--- src/rtl/inert_spi_seq_if.sv ---
// SPI master handshake between the inertial sequencer and the 16-bit SPI master.
interface inert_spi_seq_if;
  logic        wrt;
  logic [15:0] cmd;
  logic        done;
  logic [15:0] resp;

  modport master (output wrt, cmd, input done, resp);
  modport slave  (input wrt, cmd, output done, resp);
endinterface

--- src/rtl/inert_spi_seq.sv ---
// Inertial sensor SPI sequencer: power-on wait, three config writes, then an
// INT-triggered yaw-low/yaw-high read pair with a per-transaction watchdog.
module inert_spi_seq #(
  parameter logic [15:0] POR_CYCLES = 16'hFFFF,
  parameter logic [11:0] TMO_CYCLES = 12'd2048,
  parameter logic [15:0] CFG0       = 16'h0D02,
  parameter logic [15:0] CFG1       = 16'h1160,
  parameter logic [15:0] CFG2       = 16'h1440,
  parameter logic [15:0] RD_L       = 16'hA600,
  parameter logic [15:0] RD_H       = 16'hA700
) (
  input  logic            clk,
  input  logic            rst,
  input  logic            INT,
  inert_spi_seq_if.master spi,
  output logic            init_done,
  output logic            vld,
  output logic [15:0]     yaw_rt,
  output logic            err
);

  typedef enum logic [2:0] {
    PWR, CFG_ISS, CFG_WT, IDLE, RDL_ISS, RDL_WT, RDH_ISS, RDH_WT
  } state_t;

  state_t      state;
  logic [15:0] por_cnt;
  logic [11:0] wd;
  logic [1:0]  idx;
  logic [7:0]  low;
  logic        s1, s2, s3, pend;
  logic        int_rise, issue_rdl, tmo;
  logic        unused_resp_hi;

  assign int_rise       = s2 & ~s3;
  assign issue_rdl      = (state == IDLE) && pend;
  // done has priority over the timeout wherever tmo is consulted
  assign tmo            = (wd == TMO_CYCLES - 12'd1);
  assign unused_resp_hi = ^spi.resp[15:8];

  function automatic logic [15:0] cfg_word(input logic [1:0] i);
    case (i)
      2'd0:    cfg_word = CFG0;
      2'd1:    cfg_word = CFG1;
      default: cfg_word = CFG2;
    endcase
  endfunction

  always_ff @(posedge clk) begin
    if (rst) begin
      state     <= PWR;
      por_cnt   <= '0;
      wd        <= '0;
      idx       <= '0;
      low       <= '0;
      s1        <= 1'b0;
      s2        <= 1'b0;
      s3        <= 1'b0;
      pend      <= 1'b0;
      spi.wrt   <= 1'b0;
      spi.cmd   <= '0;
      init_done <= 1'b0;
      vld       <= 1'b0;
      yaw_rt    <= '0;
      err       <= 1'b0;
    end else begin
      s1      <= INT;
      s2      <= s1;
      s3      <= s2;
      // a rise coincident with the RDL issue keeps pend set
      pend    <= (pend & ~issue_rdl) | int_rise;
      spi.wrt <= 1'b0;
      vld     <= 1'b0;
      case (state)
        PWR: begin
          if (por_cnt == POR_CYCLES - 16'd1) begin
            state   <= CFG_ISS;
            idx     <= 2'd0;
            spi.wrt <= 1'b1;
            spi.cmd <= CFG0;
            wd      <= '0;
          end else begin
            por_cnt <= por_cnt + 16'd1;
          end
        end
        CFG_ISS: state <= CFG_WT;
        CFG_WT: begin
          if (spi.done) begin
            if (idx == 2'd2) begin
              state     <= IDLE;
              init_done <= 1'b1;
            end else begin
              idx     <= idx + 2'd1;
              state   <= CFG_ISS;
              spi.wrt <= 1'b1;
              spi.cmd <= cfg_word(idx + 2'd1);
              wd      <= '0;
            end
          end else if (tmo) begin
            err     <= 1'b1;
            state   <= CFG_ISS;
            spi.wrt <= 1'b1;
            spi.cmd <= cfg_word(idx);
            wd      <= '0;
          end else begin
            wd <= wd + 12'd1;
          end
        end
        IDLE: begin
          if (pend) begin
            state   <= RDL_ISS;
            spi.wrt <= 1'b1;
            spi.cmd <= RD_L;
            wd      <= '0;
          end
        end
        RDL_ISS: state <= RDL_WT;
        RDL_WT: begin
          if (spi.done || tmo) begin
            if (spi.done) begin
              low   <= spi.resp[7:0];
              state <= RDH_ISS;
            end else begin
              err   <= 1'b1;
              state <= RDL_ISS;
            end
            spi.wrt <= 1'b1;
            spi.cmd <= spi.done ? RD_H : RD_L;
            wd      <= '0;
          end else begin
            wd <= wd + 12'd1;
          end
        end
        RDH_ISS: state <= RDH_WT;
        RDH_WT: begin
          if (spi.done) begin
            yaw_rt <= {spi.resp[7:0], low};
            vld    <= 1'b1;
            state  <= IDLE;
          end else if (tmo) begin
            // only the high byte is retried; low stays captured
            err     <= 1'b1;
            state   <= RDH_ISS;
            spi.wrt <= 1'b1;
            spi.cmd <= RD_H;
            wd      <= '0;
          end else begin
            wd <= wd + 12'd1;
          end
        end
        default: state <= PWR;
      endcase
    end
  end

endmodule

--- src/flat_wrapper.sv ---
// flat-port wrapper written by rule: the top's interface ports become plain ports
module inert_spi_seq_flat 
#(
  parameter logic [15:0] POR_CYCLES = 16'hFFFF,
  parameter logic [11:0] TMO_CYCLES = 12'd2048,
  parameter logic [15:0] CFG0       = 16'h0D02,
  parameter logic [15:0] CFG1       = 16'h1160,
  parameter logic [15:0] CFG2       = 16'h1440,
  parameter logic [15:0] RD_L       = 16'hA600,
  parameter logic [15:0] RD_H       = 16'hA700
)
  (clk, rst, INT, init_done, vld, yaw_rt, err, spi_wrt, spi_cmd, spi_done, spi_resp);
  inert_spi_seq_if spi_i ();
  input  logic clk;
  input  logic rst;
  input  logic INT;
  output logic init_done;
  output logic vld;
  output logic [15:0] yaw_rt;
  output logic err;
  output wire logic [$bits(spi_i.wrt)-1:0] spi_wrt;
  output wire logic [$bits(spi_i.cmd)-1:0] spi_cmd;
  input wire logic [$bits(spi_i.done)-1:0] spi_done;
  input wire logic [$bits(spi_i.resp)-1:0] spi_resp;
  assign spi_wrt = spi_i.wrt;
  assign spi_cmd = spi_i.cmd;
  assign spi_i.done = spi_done;
  assign spi_i.resp = spi_resp;
  inert_spi_seq #(.POR_CYCLES(POR_CYCLES), .TMO_CYCLES(TMO_CYCLES), .CFG0(CFG0), .CFG1(CFG1), .CFG2(CFG2), .RD_L(RD_L), .RD_H(RD_H)) u_core (.clk(clk), .rst(rst), .INT(INT), .spi(spi_i), .init_done(init_done), .vld(vld), .yaw_rt(yaw_rt), .err(err));
endmodule
--- config.mk ---
export PLATFORM = sky130hd
export DESIGN_NAME = inert_spi_seq_flat
export DESIGN_NICKNAME = d
export VERILOG_FILES = /design/src/rtl/inert_spi_seq_if.sv /design/src/rtl/inert_spi_seq.sv /design/src/flat_wrapper.sv
export SDC_FILE = /design/constraint.sdc
export NUM_CORES = 1
export LEC_CHECK = 0
export BUFFER_PORTS_ARGS = -buffer_cell sky130_fd_sc_hd__buf_2
export CAP_MARGIN = 0
export CORE_MARGIN = 4
export CORE_UTILIZATION = 60
export DETAILED_ROUTE_END_ITERATION = 8
export PLACE_DENSITY = 0.89
export REMOVE_ABC_BUFFERS = 1
export SKIP_CTS_REPAIR_TIMING = 1
export SYNTH_ARGS = -nofsm -noshare
export SYNTH_HDL_FRONTEND = slang
export SYNTH_SLANG_ARGS = --single-unit
--- constraint.sdc ---
create_clock -name clk -period 5.4 [get_ports clk]
set_input_delay 0.54 -clock clk [delete_from_list [all_inputs] [get_ports clk]]
set_output_delay 0.54 -clock clk [all_outputs]
set_load 0.1 [all_outputs]
* Word level (Yosys, flattened, before mapping) *
Index checks and enable logic that the tools add are counted.

storage, ports and cells
  bits in registers = 81

operators by class
  add/subtract/negate cells = 3
  equal/unequal tests = 25
  mux-type cells = 48
  bitwise gates (word level) = 7
  reductions and logical operators = 19

operators by type and width
  cell                     count
  $mux W16                 8
  $mux W12                 7
  $pmux W16 S5             1
  $pmux W12 S5             1
  $pmux W13 S2             2
  $pmux W3 S8              1
  $mux W3                  7
  $add A16 B1 Y16 const B  1
  $eq A16 B16 Y1 const B   1
  $reduce_and A5 Y1        3
  $add A12 B1 Y12 const B  1
  $eq A12 B11 Y1 const B   1
  $eq A3 B3 Y1 const B     4
  $mux W1                  12
  $mux W2                  5
  $ne A2 B1 Y1 const B     5
  $ne A2 B2 Y1 const B     5
  $mux W9                  1
  $reduce_and A8 Y1        1
  $eq A3 B2 Y1 const B     2
  $ne A3 B2 Y1 const B     2
  $reduce_and A3 Y1        2
  $pmux W1 S5              1
  $reduce_bool A5 Y1       1
  18 further kinds         27

* Depth between registers and ports, before layout *
  word-level depth = 6
  depth in mapped cells = 8
  mapped depth without buffers = 7

* Worst setup path before layout *
No wires, ideal clock.

  path kind = input-to-reg
  start = in spi_done
  end = reg u_core.spi.cmd[8]
  library setup time = 0.116 ns
  data arrival time = 1.874 ns
  required time = 5.284 ns
  slack = 3.409 ns
  stages = 7
  cells stage by stage = buf_2 -> nor4b_1 -> a31oi_1 -> nor2_1 -> buf_2 -> nor4_1 -> a31o_2

on the way
  word-level cells in the longest chain between the ends = 3
  elaborated cells on any way between the ends = 10
  those cells by class = eq/ne (4); mux (4); reduce/logical (2)

RTL lines
  what                                                      line                                        RTL
  start, declared                                           flat_wrapper.sv:23                          input wire logic [$bits(spi_i.done)-1:0] spi_done;
  $mux W9 / $logic_or A1 B1 Y1 (equally long branches)      inert_spi_seq.sv:128, inert_spi_seq.sv:119
  $mux W16 / $ne A2 B1 Y1 (equally long branches)           --
  $pmux W16 S5 / $reduce_and A8 Y1 (equally long branches)  --
  end signal, assigned                                      inert_spi_seq.sv:96                         spi.cmd <= cfg_word(idx + 2'd1);
  end signal, assigned                                      inert_spi_seq.sv:103                        spi.cmd <= cfg_word(idx);
  end signal, assigned                                      inert_spi_seq.sv:128                        spi.cmd <= spi.done ? RD_H : RD_L;
  end, declared                                             inert_spi_seq_if.sv:8                       modport master (output wrt, cmd, input done, resp);

Several ways; a longest one is shown, not always the timed one. The select of a mux whose other input is x is not followed.
A chain may end at the register's enable or synchronous reset.

* Worst setup path in the final report *
  start = reg u_core.state[1]
  end = reg u_core.spi.cmd[8]

on the way
  word-level cells in the longest chain between the ends = 3
  elaborated cells on any way between the ends = 15
  those cells by class = eq/ne (11); mux (1); reduce/logical (3)

RTL lines
  what                                            line                 RTL
  start, declared                                 inert_spi_seq.sv:26  state_t state;
  start signal, assigned                          inert_spi_seq.sv:51  state <= PWR;
  start signal, assigned                          inert_spi_seq.sv:77  state <= CFG_ISS;
  start signal, assigned                          inert_spi_seq.sv:86  CFG_ISS: state <= CFG_WT;
  $eq A3 B2 Y1 (tied with other cells)            inert_spi_seq.sv:74  case (state)
  $ne A3 B3 Y1 (no line) (tied with other cells)  --
  $reduce_and A8 Y1 (no line)                     --

Several ways; a longest one is shown, not always the timed one.

==> run metrics <==
Slew Limit Fails 0; VDD IR max between 0.15 and 0.2 mV; Die W 83.3 um; dominant cells by area after synthesis dfxtp_1, nand2_1, a21oi_1; Vias/cell 5.86; number of H-tree levels 3; # DRC 0; synth unique cells 60; Slew @ Worst Pin 1.10 ns; PwrDens between 200 and 300 nW/um2; final hold violations 0; delay-heaviest family, CP simple AND/OR/NAND/NOR gates; status complete, no violations; setup skew after layout 0.0137 ns; Post-synth EDFFs 0; RSZ-0062 raised after global routing no; Fmax achieved about 390 MHz; Worst Path Required 5.65 ns; grt ovf 0; vias in the first global route 2,823; Core Util, Final ~68%; Primary FF master, synth dfxtp_1; Setup CP Type flop to flop; most frequent cells in the layout dfxtp_1, nand2_1, a21oi_1; CP max stage delay around 0.69 ns; number of diodes 0; Final Cycle Share 48.1%; CTS Buffer Depth 2; area of the core 5510 um2; fraction of layout cells with a size suffix above 1 16.7%; antenna violations before repair 0; HPWL after DPL approximately 4800 um; Synth Instances ~410; die area between 6000 and 7000 um2; global-route wire length before repair about 12,000 um; max cap viols 0; WL/cell 14.0 um; cell area after synthesis 3410 um2; Place WS between 2 and 3 ns; Worst slew margin between 20% and 30%; Initial DRT Pass Iterations 5; synth warn 0; Cell Chain, Critical Path nor4b_1, a31oi_1, nor2_1, nor4_1, a31o_2; total power a little under 1000 uW; commonest non-fill, non-tap cell in the layout dfxtp_1; CTS sink count 71; Synth async-reset ratio 0%; Critical Path AT 2.85 ns; crit path time final between 2 and 3 ns; CP max FO 16; worst path bufs/invs 0; port bufs between 40 and 50; Worst Hold Class input port to flop; CTS tree done; via count between 3k and 4k; Leakage 0.00140 uW; proportion of synthesized chip area in sequential cells a little over two fifths; row count 27; Die H 83.3 um; crit start category flop; Post-layout nets 468; CTS clock-pin slew for the worst setup and hold paths approximately 0.080 ns; pin count of the biggest net entering global routing a little over 70; area grow syn2layout 9.85%; cell accounting for the most synthesized area dfxtp_1; post-route setup slack between 2 and 3 ns; Iter 0 DRT Violations roughly 170; total CTS buffers 9; GP Congestion 0.895; CP max-delay cell nor2_1; Clock Latency Late Sink about 0.36 ns; setup violators final 0; endpoint class of the critical path flop; CTS root buffer clkbuf_8; register bit total from synthesis 71; setup TNS 0 ns; Yosys top cell area share 41.7%; All-Layer GR Usage a little over a fifth; # IOs 56; post-route antenna net violation count 0; final WL ~7200 um; Initial Util about three fifths; Syn Area/Cell between 8 and 9 um2
## flip-flops by register name, summed over array words and instances (netlist names), 2 cells and up
signal	cells
u_core.yaw_rt	16
u_core.state	3
u_core.spi.cmd	6
u_core.idx	2
u_core.low	8
u_core.por_cnt	16
u_core.wd	12
## worst reg2reg max path: cells and delay by family (launching register included)
family | cells | cell delay, ns
AO/OA/AOI/OAI | 2 | 0.50
flip-flops | 1 | 0.62
AND/OR/NAND/NOR | 3 | 1.38
## final cells by class
class                   instances  area (um2)
clock buffers                   9         124
clock inverters                 7        62.6
fillers                       420        1770
inverters                       7        26.3
multi-input cells             306        1800
flip-flops and latches         71        1420
well taps                      72        90.1
repair buffers                 43         220
## routing by layer
| layer | wire length, um | share of wire, % | GRT usage, % | vias up |
|---|---|---|---|---|
| met2 | 3290 | 46 | 34.2 | 108 |
| li1 | - | - | - | 1486 |
| met3 | 486 | 6.7 | 4.27 | 16 |
| met5 | 0 | 0 | 0 | - |
| met4 | 136 | 1.9 | 9.51 | 0 |
| met1 | 3300 | 46 | 26.3 | 1410 |
## cells by family (layout without fill, tap and decap cells)
family	count (synthesis)	after routing	share of synthesized area [%]
simple gates	190	190	28.4
compound gates	82	82	15.1
flops	71	71	41.7
fa+ha+maj	10	10	3.67
xor+xnor	13	13	3.34
mux	5	5	1.58
buf+inv	39	66	6.06
other cells	1	6	0.110
## power breakdown
part / total [uW] / switching (uW) / internal (uW)
logic: 47.7 / 37.6 / 10.1
clock network: 405 / 228 / 177
registers: 531 / 4.32 / 527
## cells in the mapped netlist (3+ instances only)
| cell type | number |
|---|---|
| dfxtp_1 | 71 |
| nand2_1 | 67 |
| a21oi_1 | 42 |
| nor2_1 | 35 |
| nand3_1 | 17 |
| nor3_1 | 15 |
| clkbuf_1 | 12 |
| xnor2_1 | 11 |
| buf_4 | 10 |
| ha_1 | 10 |
| nand4_1 | 9 |
| o21ai_0 | 9 |
| nor4_1 | 8 |
| inv_1 | 7 |
| a31oi_1 | 6 |
| buf_2 | 6 |
| or3_1 | 6 |
| nor2b_1 | 5 |
| a21o_1 | 3 |
| and2_1 | 3 |
| and3_1 | 3 |
| and4_1 | 3 |
| mux2_2 | 3 |
| o211ai_1 | 3 |
| or3b_1 | 3 |
## through the flow
step           instances  cell area, um2  hold slack (ns)
2_1_floorplan        384            3240            0.414
3_3_place_gp         499            3550            0.435
3_5_place_dp         499            3550            0.444
4_1_cts              515            3740            0.387
5_1_grt              515            3740            0.391
6_report             515            3740            0.392
## final timing paths
check	from	endpoint	slack [ns]	depth (start not counted)
worst max-delay path	u_core.state[1]$_SDFFE_PP0P_	u_core.spi.cmd[8]$_SDFFE_PP0P_	2.81	5
worst min-delay path	INT	u_core.s1$_SDFF_PP0_	0.39	2
worst min register to register	u_core.low[0]$_SDFFE_PP0P_	u_core.yaw_rt[0]$_SDFFE_PP0P_	0.45	2
worst max register to register	u_core.state[1]$_SDFFE_PP0P_	u_core.spi.cmd[8]$_SDFFE_PP0P_	2.81	5
Note: power is estimated with default switching activity, not from simulation.
